[src/rtl/vm_pkg.sv]
// Shared constants for the change dispenser: denominations, inventory select
// codes, FSM state encoding and default hopper timeout.
package vm_pkg;

    localparam int unsigned TIMEOUT_CYC_DEF = 1000;
    localparam int unsigned NUM_DENOM       = 5;

    localparam logic [2:0] SEL_50 = 3'd0;
    localparam logic [2:0] SEL_20 = 3'd1;
    localparam logic [2:0] SEL_10 = 3'd2;
    localparam logic [2:0] SEL_5  = 3'd3;
    localparam logic [2:0] SEL_1  = 3'd4;

    localparam logic [7:0] DEN_50 = 8'd50;
    localparam logic [7:0] DEN_20 = 8'd20;
    localparam logic [7:0] DEN_10 = 8'd10;
    localparam logic [7:0] DEN_5  = 8'd5;
    localparam logic [7:0] DEN_1  = 8'd1;

    localparam logic [2:0] ST_IDLE    = 3'd0;
    localparam logic [2:0] ST_SELECT  = 3'd1;
    localparam logic [2:0] ST_REQ     = 3'd2;
    localparam logic [2:0] ST_RELEASE = 3'd3;
    localparam logic [2:0] ST_DONE    = 3'd4;
    localparam logic [2:0] ST_ERROR   = 3'd5;

    function automatic logic [7:0] denom_value(input logic [2:0] sel);
        case (sel)
            SEL_50:  return DEN_50;
            SEL_20:  return DEN_20;
            SEL_10:  return DEN_10;
            SEL_5:   return DEN_5;
            SEL_1:   return DEN_1;
            default: return 8'd0;
        endcase
    endfunction

    // hopper_req bit 4 is the 50-yuan chute, bit 0 the 1-yuan chute
    function automatic logic [4:0] denom_onehot(input logic [2:0] sel);
        return 5'b10000 >> sel;
    endfunction

endpackage

[src/rtl/change_dispense_ctrl_if.sv]
// Control, inventory-load and hopper handshake bundle for change_dispense_ctrl.
interface change_dispense_ctrl_if #(
    parameter int unsigned INV_W = 8
);
    logic             start;
    logic [7:0]       change_amt;
    logic             inv_load;
    logic [2:0]       inv_sel;
    logic [INV_W-1:0] inv_val;
    logic             err_clr;
    logic             hopper_ack;
    logic [4:0]       hopper_req;
    logic             busy;
    logic             done;
    logic [7:0]       remain;
    logic             err_short;
    logic             err_timeout;

    modport master (
        output start, change_amt, inv_load, inv_sel, inv_val, err_clr, hopper_ack,
        input  hopper_req, busy, done, remain, err_short, err_timeout
    );

    modport slave (
        input  start, change_amt, inv_load, inv_sel, inv_val, err_clr, hopper_ack,
        output hopper_req, busy, done, remain, err_short, err_timeout
    );
endinterface

[src/rtl/dispense_timer.sv]
// Loadable down-counter with synchronous clear; expired is high while the count is zero.
module dispense_timer #(
    parameter int unsigned CW = 10
) (
    input  logic          sys_clk,
    input  logic          sys_rst_n,
    input  logic          load,
    input  logic          clr,
    input  logic          en,
    input  logic [CW-1:0] load_val,
    output logic          expired
);
    logic [CW-1:0] cnt_q;

    always_ff @(posedge sys_clk or negedge sys_rst_n) begin
        if (!sys_rst_n) begin
            cnt_q <= '0;
        end else if (load) begin
            cnt_q <= load_val;
        end else if (clr) begin
            cnt_q <= '0;
        end else if (en && (cnt_q != '0)) begin
            cnt_q <= cnt_q - CW'(1);
        end
    end

    assign expired = (cnt_q == '0);
endmodule

[src/rtl/change_dispense_ctrl.sv]
// Change payout controller: greedy denomination selection from per-coin inventory,
// one-hot hopper request/ack handshake with timeout and shortage error reporting.
module change_dispense_ctrl
    import vm_pkg::*;
#(
    parameter int unsigned TIMEOUT_CYC = TIMEOUT_CYC_DEF,
    parameter int unsigned INV_W       = 8
) (
    input  logic                 sys_clk,
    input  logic                 sys_rst_n,
    change_dispense_ctrl_if.slave bus
);
    localparam int unsigned      TCW        = $clog2(TIMEOUT_CYC + 1);
    localparam logic [TCW-1:0]   TMR_RELOAD = TCW'(TIMEOUT_CYC - 1);
    localparam logic [INV_W-1:0] INV_ONE    = INV_W'(1);

    logic [2:0]       state_q, state_d;
    logic [7:0]       remain_q;
    logic [2:0]       sel_q;
    logic [INV_W-1:0] inv_q [NUM_DENOM];
    logic [4:0]       hopper_req_q;
    logic             busy_q, done_q, err_short_q, err_timeout_q;
    logic             pick_found;
    logic [2:0]       pick_sel;
    logic             tmr_load, tmr_clr, tmr_en, tmr_expired;

    // Largest eligible denomination wins: scan from 50 down to 1
    always_comb begin
        pick_found = 1'b0;
        pick_sel   = '0;
        for (int unsigned i = 0; i < NUM_DENOM; i++) begin
            if (!pick_found && (denom_value(3'(i)) <= remain_q) && (inv_q[3'(i)] != '0)) begin
                pick_found = 1'b1;
                pick_sel   = 3'(i);
            end
        end
    end

    always_comb begin
        state_d = state_q;
        case (state_q)
            ST_IDLE:    if (bus.start) state_d = ST_SELECT;
            ST_SELECT: begin
                if (remain_q == '0)  state_d = ST_DONE;
                else if (pick_found) state_d = ST_REQ;
                else                 state_d = ST_ERROR;
            end
            ST_REQ: begin
                if (bus.hopper_ack)   state_d = ST_RELEASE;
                else if (tmr_expired) state_d = ST_ERROR;
            end
            ST_RELEASE: if (!bus.hopper_ack) state_d = ST_SELECT;
            ST_DONE:    state_d = ST_IDLE;
            ST_ERROR:   if (bus.err_clr) state_d = ST_IDLE;
            default:    state_d = ST_IDLE;
        endcase
    end

    assign tmr_load = (state_q == ST_SELECT) && (state_d == ST_REQ);
    assign tmr_clr  = (state_q == ST_REQ) && (state_d != ST_REQ);
    assign tmr_en   = (state_q == ST_REQ);

    dispense_timer #(.CW(TCW)) u_timer (
        .sys_clk  (sys_clk),
        .sys_rst_n(sys_rst_n),
        .load     (tmr_load),
        .clr      (tmr_clr),
        .en       (tmr_en),
        .load_val (TMR_RELOAD),
        .expired  (tmr_expired)
    );

    // hopper_req and done are registered from the current state, so they trail
    // entry into REQ/DONE by one edge; req still drops on the ack/timeout edge.
    always_ff @(posedge sys_clk or negedge sys_rst_n) begin
        if (!sys_rst_n) begin
            state_q       <= ST_IDLE;
            remain_q      <= '0;
            sel_q         <= '0;
            hopper_req_q  <= '0;
            busy_q        <= 1'b0;
            done_q        <= 1'b0;
            err_short_q   <= 1'b0;
            err_timeout_q <= 1'b0;
            for (int unsigned i = 0; i < NUM_DENOM; i++) inv_q[i] <= '0;
        end else begin
            state_q      <= state_d;
            busy_q       <= (state_d != ST_IDLE);
            done_q       <= (state_q == ST_DONE);
            hopper_req_q <= ((state_q == ST_REQ) && (state_d == ST_REQ)) ? denom_onehot(sel_q) : '0;
            case (state_q)
                ST_IDLE: begin
                    if (bus.start) begin
                        remain_q <= bus.change_amt;
                    end else if (bus.inv_load && (bus.inv_sel <= SEL_1)) begin
                        inv_q[bus.inv_sel] <= bus.inv_val;
                    end
                end
                ST_SELECT: begin
                    sel_q <= pick_sel;
                    if ((remain_q != '0) && !pick_found) err_short_q <= 1'b1;
                end
                ST_REQ: begin
                    if (bus.hopper_ack) begin
                        remain_q     <= remain_q - denom_value(sel_q);
                        inv_q[sel_q] <= inv_q[sel_q] - INV_ONE;
                    end else if (tmr_expired) begin
                        err_timeout_q <= 1'b1;
                    end
                end
                ST_ERROR: begin
                    if (bus.err_clr) begin
                        err_short_q   <= 1'b0;
                        err_timeout_q <= 1'b0;
                    end
                end
                default: ;
            endcase
        end
    end

    assign bus.hopper_req  = hopper_req_q;
    assign bus.busy        = busy_q;
    assign bus.done        = done_q;
    assign bus.remain      = remain_q;
    assign bus.err_short   = err_short_q;
    assign bus.err_timeout = err_timeout_q;
endmodule

[src/flat_wrapper.sv]
// flat-port wrapper written by rule: the top's interface ports become plain ports
module change_dispense_ctrl_flat import vm_pkg::*;
#(
    parameter int unsigned TIMEOUT_CYC = TIMEOUT_CYC_DEF,
    parameter int unsigned INV_W       = 8
)
  (sys_clk, sys_rst_n, bus_start, bus_change_amt, bus_inv_load, bus_inv_sel, bus_inv_val, bus_err_clr, bus_hopper_ack, bus_hopper_req, bus_busy, bus_done, bus_remain, bus_err_short, bus_err_timeout);
  change_dispense_ctrl_if #(.INV_W(INV_W)) bus_i ();
  input  logic sys_clk;
  input  logic sys_rst_n;
  input wire logic [$bits(bus_i.start)-1:0] bus_start;
  input wire logic [$bits(bus_i.change_amt)-1:0] bus_change_amt;
  input wire logic [$bits(bus_i.inv_load)-1:0] bus_inv_load;
  input wire logic [$bits(bus_i.inv_sel)-1:0] bus_inv_sel;
  input wire logic [$bits(bus_i.inv_val)-1:0] bus_inv_val;
  input wire logic [$bits(bus_i.err_clr)-1:0] bus_err_clr;
  input wire logic [$bits(bus_i.hopper_ack)-1:0] bus_hopper_ack;
  output wire logic [$bits(bus_i.hopper_req)-1:0] bus_hopper_req;
  output wire logic [$bits(bus_i.busy)-1:0] bus_busy;
  output wire logic [$bits(bus_i.done)-1:0] bus_done;
  output wire logic [$bits(bus_i.remain)-1:0] bus_remain;
  output wire logic [$bits(bus_i.err_short)-1:0] bus_err_short;
  output wire logic [$bits(bus_i.err_timeout)-1:0] bus_err_timeout;
  assign bus_i.start = bus_start;
  assign bus_i.change_amt = bus_change_amt;
  assign bus_i.inv_load = bus_inv_load;
  assign bus_i.inv_sel = bus_inv_sel;
  assign bus_i.inv_val = bus_inv_val;
  assign bus_i.err_clr = bus_err_clr;
  assign bus_i.hopper_ack = bus_hopper_ack;
  assign bus_hopper_req = bus_i.hopper_req;
  assign bus_busy = bus_i.busy;
  assign bus_done = bus_i.done;
  assign bus_remain = bus_i.remain;
  assign bus_err_short = bus_i.err_short;
  assign bus_err_timeout = bus_i.err_timeout;
  change_dispense_ctrl #(.TIMEOUT_CYC(TIMEOUT_CYC), .INV_W(INV_W)) u_core (.sys_clk(sys_clk), .sys_rst_n(sys_rst_n), .bus(bus_i));
endmodule
[config.mk]
export PLATFORM = sky130hd
export DESIGN_NAME = change_dispense_ctrl_flat
export DESIGN_NICKNAME = d
export VERILOG_FILES = /design/src/rtl/vm_pkg.sv /design/src/rtl/change_dispense_ctrl_if.sv /design/src/rtl/dispense_timer.sv /design/src/rtl/change_dispense_ctrl.sv /design/src/flat_wrapper.sv
export SDC_FILE = /design/constraint.sdc
export NUM_CORES = 1
export LEC_CHECK = 0
export ABC_AREA = 1
export CAP_MARGIN = 20
export CORE_ASPECT_RATIO = 2
export CORE_MARGIN = 5
export CORE_UTILIZATION = 60
export CTS_BUF_LIST = sky130_fd_sc_hd__clkbuf_2 sky130_fd_sc_hd__clkbuf_4 sky130_fd_sc_hd__clkbuf_8
export DETAILED_ROUTE_END_ITERATION = 8
export PLACE_DENSITY = 0.94
export SYNTH_ARGS = -nofsm -noshare
export SYNTH_HDL_FRONTEND = slang
export SYNTH_SLANG_ARGS = --single-unit
[constraint.sdc]
create_clock -name sys_clk -period 3.3 [get_ports sys_clk]
set_input_delay 0.66 -clock sys_clk [delete_from_list [all_inputs] [get_ports sys_clk]]
set_output_delay 0.66 -clock sys_clk [all_outputs]
set_load 0.005 [all_outputs]
==> results.ini <==
[clock_network]
htree_levels=3
clockBufferDepth=2
cts_hold_buf=0
ctsResizeCount=0
insertion_delay_ps=360
clk_pin_slew_worst_paths_ps=80
clock_sinks=73
numCtsBuffers=9
cts_tree=done
clockRootBuffer=clkbuf_8
cts_setup_buffers=0

[grt]
grt_antenna_before_repair=0
grtUsageTotal_pct=35.9
first_global_vias=5212
grt_max_degree=33
overflow=0
grt_pass1_wl_um=27200

[setup_path]
end_kind=register
start_kind=register
arrival_ps=3100
critPathMaxFanout=20
crit_type=reg2reg
cp_data_required_time_ps=3530

[pwr]
p_leak_nw=2.87
finalPower_w=0.00604
powerDensity_nw_per_um2=1070
ir_worst_vdd_mv=0.778

[min_path]
hp-class=in2async

[floorplan]
coreArea_um2=8230
ioPinCount=42
fp.dieArea_um2=10400
die_height_um=139
start_util_pct=60.6
die_x_um=74.5
row_count=47

[logic_synthesis]
synth_cell_types=41
ys_ff_latch=73
syn_nets=750
yosys_warnings=0
syn_area_um2=4990
yosysSeqAreaShare_pct=36.6
syn_area_per_cell_um2=6.97
synthCells=716

[final_layout]
synthToLayoutAreaGrowth_pct=12.9
multi_input_area_um2=2580
ff_latch_area_um2=1830
instances_no_fill=860
nFillCells=706
final_nets=791
drive_gt1_share_pct=9.06
diodes=0

[timing]
fin_skew_ps=8.42
hold_viol_final=0
period_share_pct=87.0
post-route-min-period_ps=2870
maxSlewViolCount=0
rsz0062_at_grt=false
worstMarginPinSlew_ps=818
slew_headroom_pct=45.5
finalSetupTns_ps=0
setup_viol=0
fmax_mhz=348

[place]
place_inst=844
numPortBuffers=41
routabilityCongestion=1.06
dp_hpwl_um=13000

[route]
final_antenna_net_count=0
route.detailed.drc=0
wire_per_inst_um=20.6
via_count=5267
drt-pass1-iter-count=7
drt_iter0_drc=573
totalWireLength_um=17700
viasPerCell=6.12

[job]
maxCapViolCount=0

[outcome]
run_status=complete, no violations

-- where the power goes --
group	internal, W	total, W	switching [W]
Sequential	0.00129	0.00179	0.000505
Clock	0.000365	0.000722	0.000357
Combinational	0.00118	0.00353	0.00235
Total	0.00283	0.00604	0.00321
-- layer usage --
layer | up-vias | routed length, um | global-route usage [%]
met3 | 111 | 1550 | 9.14
met2 | 311 | 8930 | 59.1
met4 | 0 | 1760 | 27.5
li1 | 2397 | - | -
met1 | 2448 | 5470 | 37.1
met5 | - | 0 | 0
-- synthesized netlist by cell type (all sizes together) --
master | count | area share (%)
or2 | 6 | 0.75
nand3 | 48 | 4.8
o21ai | 46 | 5.1
o211ai | 7 | 1.1
dfrtp | 73 | 37
a21oi | 54 | 6.0
xnor2 | 3 | 0.53
nand3b | 3 | 0.45
nand4 | 14 | 1.8
nor2 | 58 | 5.2
nand2 | 206 | 16
a311oi | 1 | 0.18
a21boi | 5 | 0.75
buf | 18 | 2.7
a31oi | 5 | 0.63
fa | 1 | 0.40
xor2 | 9 | 1.6
inv | 118 | 9.0
o21bai | 2 | 0.30
a22oi | 15 | 2.3
ha | 8 | 2.0
o22ai | 3 | 0.38
nor3 | 11 | 1.4
o31ai | 2 | 0.40
-- worst max-delay path, stage by stage, from the launching register on --
cell	delay, ps
dfrtp_1	720
inv_2	240
nor2_1	140
inv_1	130
nand2_1	120
inv_1	60
ha_1	360
nand3b_1	140
nand2_1	120
inv_1	50
o21bai_1	230
a21oi_1	140
nand2_1	80
nand2_1	40
nor2_1	90
o22ai_1	70
-- through the flow --
| stage | utilization [%] | hold WS [ps] | setup slack, ps | cell area [um^2] |
|---|---|---|---|---|
| finish | 68.4 | 386 | 428 | 5630 |
| global route | 68.4 | 434 | 190 | 5630 |
| CTS | 68.4 | 416 | 491 | 5630 |
| detailed placement | 66.0 | 491 | 487 | 5440 |
| global placement | 66.0 | 484 | 504 | 5440 |
| floorplan | - | 364 | 1070 | 4990 |
-- sequential cells by signal (all words and copies together), names as in the netlist --
| name | cells |
|---|---|
| u_core.bus.err_timeout | 1 |
| u_core.bus.busy | 1 |
| u_core.u_timer.cnt_q | 10 |
| u_core.state_q | 3 |
| u_core.bus.err_short | 1 |
| u_core.sel_q | 3 |
| u_core.bus.done | 1 |
| u_core.inv_q | 40 |
| u_core.bus.hopper_req | 5 |
| u_core.bus.remain | 8 |
-- layout by cell type (no fill, tap or decap), types with 3 or more instances in the layout --
cell,netlist,final
nand2_1,201,201
inv_1,109,109
dfrtp_1,73,73
nand3_1,48,48
a21oi_1,48,48
nor2_1,47,47
clkdlybuf4s50_1,0,40
o21ai_0,36,36
a22oi_1,15,15
nand4_1,14,14
nor2_2,10,10
xor2_1,9,9
clkbuf_8,0,9
nor3_1,8,8
ha_1,8,8
inv_2,7,7
o211ai_1,7,7
buf_4,1,7
o21ai_2,6,6
a21oi_2,5,5
a31oi_1,5,5
a21boi_1,5,5
nand2_2,4,4
o21ai_1,4,4
or2_2,4,4
nor3_2,3,3
nand3b_1,3,3
xnor2_1,3,3
o22ai_1,3,3
-- path summary, 6_finish.rpt --
check	start	end	slack [ps]	depth (start not counted)
hold / removal	sys_rst_n	u_core.inv_q[17]$_DFFE_PN0P_	390	1
max in group asynchronous	sys_rst_n	u_core.inv_q[23]$_DFFE_PN0P_	2050	2
setup reg to reg	u_core.sel_q[0]$_DFFE_PN0P_	u_core.bus.remain[7]$_DFFE_PN0P_	430	15
hold reg to reg	u_core.bus.err_timeout$_DFFE_PN0P_	u_core.bus.err_timeout$_DFFE_PN0P_	500	2
setup / recovery	u_core.sel_q[0]$_DFFE_PN0P_	u_core.bus.remain[7]$_DFFE_PN0P_	430	15
min in group sys_clk	u_core.bus.err_timeout$_DFFE_PN0P_	u_core.bus.err_timeout$_DFFE_PN0P_	500	2
-- cell families (layout without fill, tap and decap cells) --
| group | Yosys count | count (layout) | synth area share, % |
|---|---|---|---|
| XOR/XNOR | 12 | 12 | 2.11 |
| AND/OR/NAND/NOR | 346 | 346 | 30.2 |
| buffers and inverters | 136 | 182 | 11.7 |
| AO/OA/AOI/OAI | 140 | 140 | 17.0 |
| adder cells (fa/ha/maj) | 9 | 9 | 2.41 |
| flip-flops | 73 | 73 | 36.6 |
-- final cells by class --
cell class / count / share of cell area [%]
clock inverter: 5 / 1.00
clock buffer: 11 / 2.47
tap: 98 / 2.18
inverter: 118 / 7.95
timing repair buffer: 48 / 8.13
sequential: 73 / 32.4
multi-input combinational: 507 / 45.8
Note: power is estimated with default switching activity, not from simulation.
